--- src/rtl/mp_add_sequencer_pkg.sv ---
// mp_add_sequencer_pkg: shared word width and FSM state encoding
package mp_add_sequencer_pkg;
  localparam int WORD_W = 64;
  localparam logic [1:0] S_IDLE  = 2'd0;
  localparam logic [1:0] S_RUN   = 2'd1;
  localparam logic [1:0] S_FLUSH = 2'd2;
endpackage

--- src/rtl/mp_add_sequencer_cla.sv ---
// cla_64bit: 64-bit adder built from 4-bit carry-lookahead groups
module cla_64bit
  import mp_add_sequencer_pkg::*;
(
  input  logic [WORD_W-1:0] a,
  input  logic [WORD_W-1:0] b,
  input  logic              cin,
  output logic [WORD_W-1:0] sum,
  output logic              cout
);
  logic [WORD_W-1:0] g, p;
  logic [WORD_W:0]   cv;
  assign g = a & b;
  assign p = a ^ b;
  // lookahead carries inside each 4-bit group, group carry feeds the next
  always_comb begin
    cv    = '0;
    cv[0] = cin;
    for (int k = 0; k < WORD_W; k += 4) begin
      cv[k+1] = g[k] | (p[k] & cv[k]);
      cv[k+2] = g[k+1] | (p[k+1] & g[k]) | (p[k+1] & p[k] & cv[k]);
      cv[k+3] = g[k+2] | (p[k+2] & g[k+1]) | (p[k+2] & p[k+1] & g[k])
              | (p[k+2] & p[k+1] & p[k] & cv[k]);
      cv[k+4] = g[k+3] | (p[k+3] & g[k+2]) | (p[k+3] & p[k+2] & g[k+1])
              | (p[k+3] & p[k+2] & p[k+1] & g[k])
              | (p[k+3] & p[k+2] & p[k+1] & p[k] & cv[k]);
    end
  end
  assign sum  = p ^ cv[WORD_W-1:0];
  assign cout = cv[WORD_W];
endmodule

--- src/rtl/mp_add_sequencer.sv ---
// mp_add_sequencer: streams word pairs through one adder, carrying between words
module mp_add_sequencer
  import mp_add_sequencer_pkg::*;
#(
  parameter int MAX_WORDS = 16
) (
  input  logic              CLK,
  input  logic              reset,
  input  logic              start,
  input  logic              cin_init,
  input  logic              in_valid,
  output logic              in_ready,
  input  logic [WORD_W-1:0] in_a,
  input  logic [WORD_W-1:0] in_b,
  input  logic              in_last,
  output logic              out_valid,
  input  logic              out_ready,
  output logic [WORD_W-1:0] out_sum,
  output logic              out_last,
  output logic              out_cout,
  output logic [7:0]        out_idx,
  output logic              busy,
  output logic              done,
  output logic              err
);
  logic [1:0]        state_q, state_d;
  logic              carry_q, valid_q, last_q, cout_q, err_q;
  logic [7:0]        cnt_q, idx_q;
  logic [WORD_W-1:0] sum_q, s;
  logic              c, acc, top, fin;

  cla_64bit u_cla (.a(in_a), .b(in_b), .cin(carry_q), .sum(s), .cout(c));

  assign in_ready  = (state_q == S_RUN) && (!valid_q || out_ready);
  assign acc       = in_valid && in_ready;
  assign top       = cnt_q == 8'(MAX_WORDS - 1);
  assign fin       = in_last || top;
  assign done      = (state_q == S_FLUSH) && valid_q && out_ready;
  assign busy      = state_q != S_IDLE;
  assign out_valid = valid_q;
  assign out_sum   = sum_q;
  assign out_last  = last_q;
  assign out_cout  = cout_q;
  assign out_idx   = idx_q;
  assign err       = err_q;

  // FSM: IDLE -> RUN on start, RUN -> FLUSH on final word, FLUSH -> IDLE when it drains
  always_comb begin
    state_d = state_q;
    if (state_q == S_IDLE && start) state_d = S_RUN;
    if (state_q == S_RUN && acc && fin) state_d = S_FLUSH;
    if (done) state_d = S_IDLE;
  end

  // carry chain, word counter and the single-entry output register
  always_ff @(posedge CLK) begin
    if (reset) begin
      state_q <= S_IDLE;
      carry_q <= 1'b0;
      cnt_q   <= '0;
      valid_q <= 1'b0;
      sum_q   <= '0;
      last_q  <= 1'b0;
      cout_q  <= 1'b0;
      idx_q   <= '0;
      err_q   <= 1'b0;
    end else begin
      state_q <= state_d;
      if (state_q == S_IDLE && start) begin
        carry_q <= cin_init;
        cnt_q   <= '0;
        err_q   <= 1'b0;
      end
      if (acc) begin
        sum_q   <= s;
        idx_q   <= cnt_q;
        last_q  <= fin;
        cout_q  <= c;
        valid_q <= 1'b1;
        carry_q <= c;
        cnt_q   <= cnt_q + 8'd1;
        if (top && !in_last) err_q <= 1'b1;
      end else if (valid_q && out_ready) begin
        valid_q <= 1'b0;
      end
    end
  end
endmodule

--- config.mk ---
export PLATFORM = sky130hd
export DESIGN_NAME = mp_add_sequencer
export DESIGN_NICKNAME = d
export VERILOG_FILES = /design/src/rtl/mp_add_sequencer_pkg.sv /design/src/rtl/mp_add_sequencer_cla.sv /design/src/rtl/mp_add_sequencer.sv
export SDC_FILE = /design/constraint.sdc
export NUM_CORES = 1
export LEC_CHECK = 0
export ABC_AREA = 1
export CAP_MARGIN = 10
export CORE_MARGIN = 2
export CORE_UTILIZATION = 46
export DETAILED_ROUTE_END_ITERATION = 6
export MAX_ROUTING_LAYER = met4
export PLACE_DENSITY_LB_ADDON = 0.25
export SYNTH_ARGS = -nofsm -noshare
export SYNTH_HDL_FRONTEND = slang
export SYNTH_SLANG_ARGS = --single-unit
--- constraint.sdc ---
create_clock -name CLK -period 4.1 [get_ports CLK]
set_input_delay 0.615 -clock CLK [delete_from_list [all_inputs] [get_ports CLK]]
set_output_delay 0.615 -clock CLK [all_outputs]
set_load 0.05 [all_outputs]
---- After elaboration in Yosys (flattened, before gate mapping) ----
Cells that the tools add are included.
Widths: inputs -> output; s select.
storage, ports and cells
  word-level logic and storage cells ...... 464
  input port bits ......................... 135
  output and inout bits ................... 79
  register bits after elaboration ......... 87
cells by class
  muxes and demuxes ....................... 11
  eq/ne operators ......................... 3
  reductions and logical operators ........ 20
  bitwise gates (word level) .............. 419
  $add $sub $neg .......................... 1
operators with widths
  operator             number
  $and 1x1->1          256
  $or 1x1->1           160
  $xor 64x64->64       2
  $and 64x64->64       1
  $mux 8               2
  $logic_and 1x1->1    9
  $add 8x1->8 const B  1
  $eq 8x4->1 const B   1
  $reduce_bool 2->1    4
  $mux 1               7
  $mux 2               2
  $reduce_or 3->1      1
  $eq 2x1->1 const B   1
  $eq 2x2->1 const B   1
  $logic_not 1->1      2
  $logic_not 2->1      1
  $logic_or 1x1->1     2
  $reduce_or 2->1      1

---- Depth between registers and ports, before layout ----
  depth in word-level cells ............... 37
  mapped depth ............................ 39
  depth with buffers taken out ............ 39

---- Modules after synthesis ----
From an unflattened synthesis, not the netlist that was laid out.
unflattened totals
  cell total of the unflattened synthesis .. 766
  area total of the unflattened synthesis .. 5943.2 µm²
by module, submodules not included
  module            times used  cells an instance  sequential area each (µm²)  area an instance (µm²)
  mp_add_sequencer  1           421                1741.7                      3270.6
  cla_64bit         1           345                0.0                         2672.6

---- Worst setup path after synthesis ----
No wires, ideal clock.
  path type ............................... input to register
  start ................................... in in_a[2]
  end ..................................... reg sum_q[61] (netlist: out_sum[61])
  cell stages on the path ................. 36
  path buffers ............................ 0
  setup slack ............................. 479 ps
  library setup time ...................... 132 ps
  arrival time ............................ 3489 ps
  required time ........................... 3968 ps
  path through ............................ ha_1 nand2_1 clkinv_1 nand3_2 nand2_2 nand2_2 nand2_2 nand2_2 nand2_2 nand2_2 nand2_4 nand2_4 nand2_4 nand2_4 nand2_4 nand2_4 nand2_4 nand2_4 nand2_4 nand2_4 nand2_4 nand2_4 nand2_4 nand2_4 nand2_4 nand2_4 nand2_4 nand2_4 nand2_4 nand2_4 nand2_4 nand2_4 nand2_4 fa_1 xnor2_1 a21oi_1
on the way
  longest elaborated chain between the ends .. 37
  elaborated cells on any way between the ends .. 44
  classes of those cells .................. 44 x bitwise
RTL lines
  what                                                     RTL line                                                                            text
  start: declaration                                       mp_add_sequencer.sv:13                                                              input logic [WORD_W-1:0] in_a,
  $and 64x64->64 / $xor 64x64->64 (equally long branches)  mp_add_sequencer_cla.sv:13, mp_add_sequencer_cla.sv:14
  $and 1x1->1, on equally long branches                    mp_add_sequencer_cla.sv:24, mp_add_sequencer_cla.sv:25, mp_add_sequencer_cla.sv:26
  $or 1x1->1 (tied with other cells) (2 in series)         mp_add_sequencer_cla.sv:24                                                          cv[k+4] = g[k+3] | (p[k+3] & g[k+2]) | (p[k+3] & p[k+2] & g[k+1])
  $or 1x1->1 / $and 1x1->1 (equally long branches)         mp_add_sequencer_cla.sv:25, mp_add_sequencer_cla.sv:26
  $or 1x1->1 *                                             mp_add_sequencer_cla.sv:26                                                          | (p[k+3] & p[k+2] & p[k+1] & p[k] & cv[k]);
  $and 1x1->1 *                                            mp_add_sequencer_cla.sv:26
  $or 1x1->1 *                                             mp_add_sequencer_cla.sv:26
  $and 1x1->1 *                                            mp_add_sequencer_cla.sv:26
  (+20 left out)                                           --
  $or 1x1->1 *                                             mp_add_sequencer_cla.sv:26
  $and 1x1->1 *                                            mp_add_sequencer_cla.sv:26
  $or 1x1->1 *                                             mp_add_sequencer_cla.sv:26
  $and 1x1->1 *                                            mp_add_sequencer_cla.sv:26
  $or 1x1->1 *                                             mp_add_sequencer_cla.sv:26
  $and 1x1->1 *                                            mp_add_sequencer_cla.sv:20                                                          cv[k+1] = g[k] | (p[k] & cv[k]);
  $or 1x1->1 *                                             mp_add_sequencer_cla.sv:20
  $xor 64x64->64 *                                         mp_add_sequencer_cla.sv:29                                                          assign sum = p ^ cv[WORD_W-1:0];
  end signal: assignment                                   mp_add_sequencer.sv:75                                                              sum_q <= s;
  end: declaration                                         mp_add_sequencer.sv:29                                                              logic [WORD_W-1:0] sum_q, s;
Every way passes the cells marked *; elsewhere a longest branch is shown, timed or not.
A chain may end at the register's enable or synchronous reset.

---- Worst setup path in the final report ----
  start ................................... in in_a[3]
  end ..................................... reg sum_q[61] (netlist: out_sum[61])
on the way
  longest elaborated chain between the ends .. 37
  elaborated cells on any way between the ends .. 44
  classes of those cells .................. 44 x bitwise
RTL lines
  what                                              RTL line                                                                            text
  $xor 64x64->64                                    mp_add_sequencer_cla.sv:14                                                          assign p = a ^ b;
  $and 1x1->1, on equally long branches             mp_add_sequencer_cla.sv:24, mp_add_sequencer_cla.sv:25, mp_add_sequencer_cla.sv:26
  $or 1x1->1 (tied with other cells) (2 in series)  mp_add_sequencer_cla.sv:24
  $or 1x1->1 / $and 1x1->1 (equally long branches)  mp_add_sequencer_cla.sv:25, mp_add_sequencer_cla.sv:26
  $or 1x1->1 *                                      mp_add_sequencer_cla.sv:26
  $and 1x1->1 *                                     mp_add_sequencer_cla.sv:26
  $or 1x1->1 *                                      mp_add_sequencer_cla.sv:26
  $and 1x1->1 *                                     mp_add_sequencer_cla.sv:26
  (+20 left out)                                    --
  $or 1x1->1 *                                      mp_add_sequencer_cla.sv:26
  $and 1x1->1 *                                     mp_add_sequencer_cla.sv:26
  $or 1x1->1 *                                      mp_add_sequencer_cla.sv:26
  $and 1x1->1 *                                     mp_add_sequencer_cla.sv:26
  $or 1x1->1 *                                      mp_add_sequencer_cla.sv:26
  $and 1x1->1 *                                     mp_add_sequencer_cla.sv:20
  $or 1x1->1 *                                      mp_add_sequencer_cla.sv:20
  $xor 64x64->64 *                                  mp_add_sequencer_cla.sv:29
Marked as above.

==> results.yml <==
clock_network:
  clock_latency_ns: 0.35
  cts_resized: 0
  cts.path.max_buffers: 2
  cts_made_buffers: 9
  htree_num_levels: 3
  cts_tree: "yes"
  ctsRootBufferMaster: "clkbuf_16"
  path_clk_slew_ns: 0.06
  postCtsSetupRepairBufs: 0
  cts_hold_buf: 0
  clock-sinks: 87
critical_path:
  cp.arrival_ns: 3.98
  reg2reg_from: "carry_q"
  worstSetupPathType: "input port to flip-flop"
  worstPathRequired_ns: 4.32
  crit_path_start_kind: "input port"
  crit_top_cell: "nand2_4"
  endpoint: "out_sum[61]"
  crit_slowest_cell: "clkdlybuf4s50_1"
  max_stage_delay_ns: 0.40
  startpoint: "in_a[3]"
  r2r_cells: 35
  crit_fanout: 3
  worstReg2RegEnd: "out_sum[60]"
  regToRegSetupSlack_ns: 1.01
  end_kind: "flip-flop"
die:
  rows: 41
  die_width_um: 117
  ioPinCount: 214
  die_y_um: 117
  die-area_um2: 13600
  coreArea_um2: 12500
  initial_utilization_pct: 46.6
grt:
  antenna_found_initial: 0
  grt_pass1_wl_um: 24300
  grt_use_total_pct: 23.3
  grt_start_max_net_pins: 68
  grt_pass1_vias: 5313
  grt_overflow_total: 0
synthesis:
  synth.distinct_cells: 32
  synth_area_leaders: "dfxtp_1 (30%), ha_1 (14%), a21oi_1 (8.2%)"
  synthCells: 732
  yosys_warnings: 0
  synth_top_area_share_pct: 29.8
  yosysSeqAreaShare_pct: 29.8
  synth_fp_nets: 948
  yosys.area.top_type: "dfxtp_1"
  ys_ff_latch: 87
  postSynthAreaPerCell_um2: 7.98
  syn_area_um2: 5840
  synth_ff_type: "dfxtp_1"
  synth_edf_count: 0
  async_reset_ff_share_pct: 0
detailed_routing:
  antenna_left: 0
  first_iter_violations: 233
  wl_per_cell_um: 13.4
  dr.pass1.iters: 4
  via_per_inst: 4.92
  routed_wl_um: 15000
  vias: 5540
  route.detailed.drc: 0
hold_path:
  hold_class: "flip-flop to flip-flop"
  worstHoldStart: "out_idx[2]"
sta:
  fin_crit_sh_pct: 91.6
  fin_tns_setup_ns: 0
  fin_ws_ns: 0.345
  max_freq_mhz: 266
  maxSlewViolCount: 0
  hold_viol_final: 0
  grt_setup_unrepaired: "false"
  skew_ns: 0.00795
  maxSlewHeadroom_pct: 43.5
  setup_viol: 0
  worst_pin_slew_ns: 0.842
  min_period_ns: 3.75
layout:
  num-fill-cells: 1080
  diodes: 0
  nets: 1169
  syn_to_final_growth_pct: 46.9
  drive_gt1_share_pct: 7.55
pwr:
  ir_worst_vdd_v: 0.000289
  pwr_density_cell_nw_per_um2: 322
  power.leakage_uw: 0.00377
outcome:
  status: "complete, no violations"
placement:
  hpwl_um: 11500
  dp_slack_ns: 0.00621
  place.gp.congestion: 0.875
  io_buffer_count: 213
run:
  maxCapViolations: 0
-- metal layers --
layer	GRT usage [%]	up-vias	wire length (um)
met3	6.07	29	840
met1	26.7	2490	6360
li1	-	2876	-
met5	-	-	0
met4	7.92	0	426
met2	39.7	145	7420
-- flip-flops by register name, summed over array words and instances, names as in the netlist --
name	cells
out_idx	8
out_valid	1
out_last	1
out_cout	1
err	1
out_sum	64
cnt_q	8
carry_q	1
state_q	2
-- where the power goes --
part / leakage [uW] / total (uW) / internal, uW / switching (uW)
clock network: 0.000140 / 836 / 520 / 316
logic: 0.00292 / 1000 / 440 / 560
registers: 0.000709 / 929 / 901 / 28.1
-- cells in the mapped netlist (2+ instances only) --
cell	n
a21oi_1	96
nand2_4	24
o21a_1	5
ha_1	65
nand2_2	8
nor2_1	38
nand2_1	115
nand4_1	2
buf_1	3
xnor2_1	23
nand3_2	2
fa_1	16
dfxtp_1	87
nor3_1	6
o21ai_0	55
nand3_1	29
clkbuf_1	22
o211ai_1	2
inv_1	71
a211oi_1	2
xor2_1	19
o21bai_1	31
a221oi_1	2
-- worst min-delay path by stage --
stage | depth (start not counted) | end | slack, ns
6_report | 2 | out_idx[2] | 0.46
5_1_grt | 2 | out_sum[36] | 0.48
4_1_cts | 2 | out_idx[2] | 0.46
3_5_place_dp | 2 | out_idx[2] | 0.45
3_3_place_gp | 2 | out_sum[32] | 0.45
2_1_floorplan | 2 | cnt_q[7] | 0.45
-- layout make-up --
class / count / area, um2 / area share [%]
multi-input cells: 547 / 3730 / 43.5
clock inverters: 2 / 60.1 / 0.700
well taps: 172 / 215 / 2.51
inverters: 73 / 275 / 3.21
flip-flops and latches: 87 / 1740 / 20.3
clock buffers: 10 / 229 / 2.67
repair buffers: 235 / 2320 / 27.1
-- cell families (layout without fill, tap and decap cells) --
group | count (synthesis) | count (layout) | synth area share, %
AO/OA/AOI/OAI | 196 | 196 | 18.8
flip-flops | 87 | 87 | 29.8
buffers and inverters | 98 | 320 | 6.30
AND/OR/NAND/NOR | 228 | 228 | 19.3
XOR/XNOR | 42 | 42 | 6.30
adder cells (fa/ha/maj) | 81 | 81 | 19.4
-- stage by stage --
| stage | instance area [um2] | hold WS [ns] | instances | power, uW | utilization [%] |
|---|---|---|---|---|---|
| floorplan | 5840 | 0.454 | 732 | 1570 | - |
| global placement | 8290 | 0.451 | 1114 | 1940 | 66.2 |
| detailed placement | 8290 | 0.455 | 1114 | 1950 | 66.2 |
| CTS | 8570 | 0.464 | 1126 | 2790 | 68.5 |
| global route | 8570 | 0.485 | 1126 | 2930 | 68.5 |
| finish | 8570 | 0.462 | 1126 | 2760 | 68.5 |
-- cells in the final DEF (no fill, tap or decap), drive strengths merged, types with 2 or more instances in the layout --
cell	count
a211oi	2
a21oi	97
a221oi	2
buf	22
bufinv	2
clkbuf	10
clkdlybuf4s50	213
clkinv	3
dfxtp	87
fa	16
ha	65
inv	70
nand2	147
nand3	31
nand4	2
nor2	39
nor3	6
o211ai	2
o21a	5
o21ai	55
o21bai	31
xnor2	23
xor2	19
-- critical path: cells and delay by family --
kind                       cells  cell delay, ns
xor gates and xnor gates       1            0.16
adders and majority gates      2            0.71
buffers and inverters          1            0.40
and+or+nand+nor               29            1.79
AOI/OAI and AO/OA              2            0.27
(Power assumes the default switching activity.)
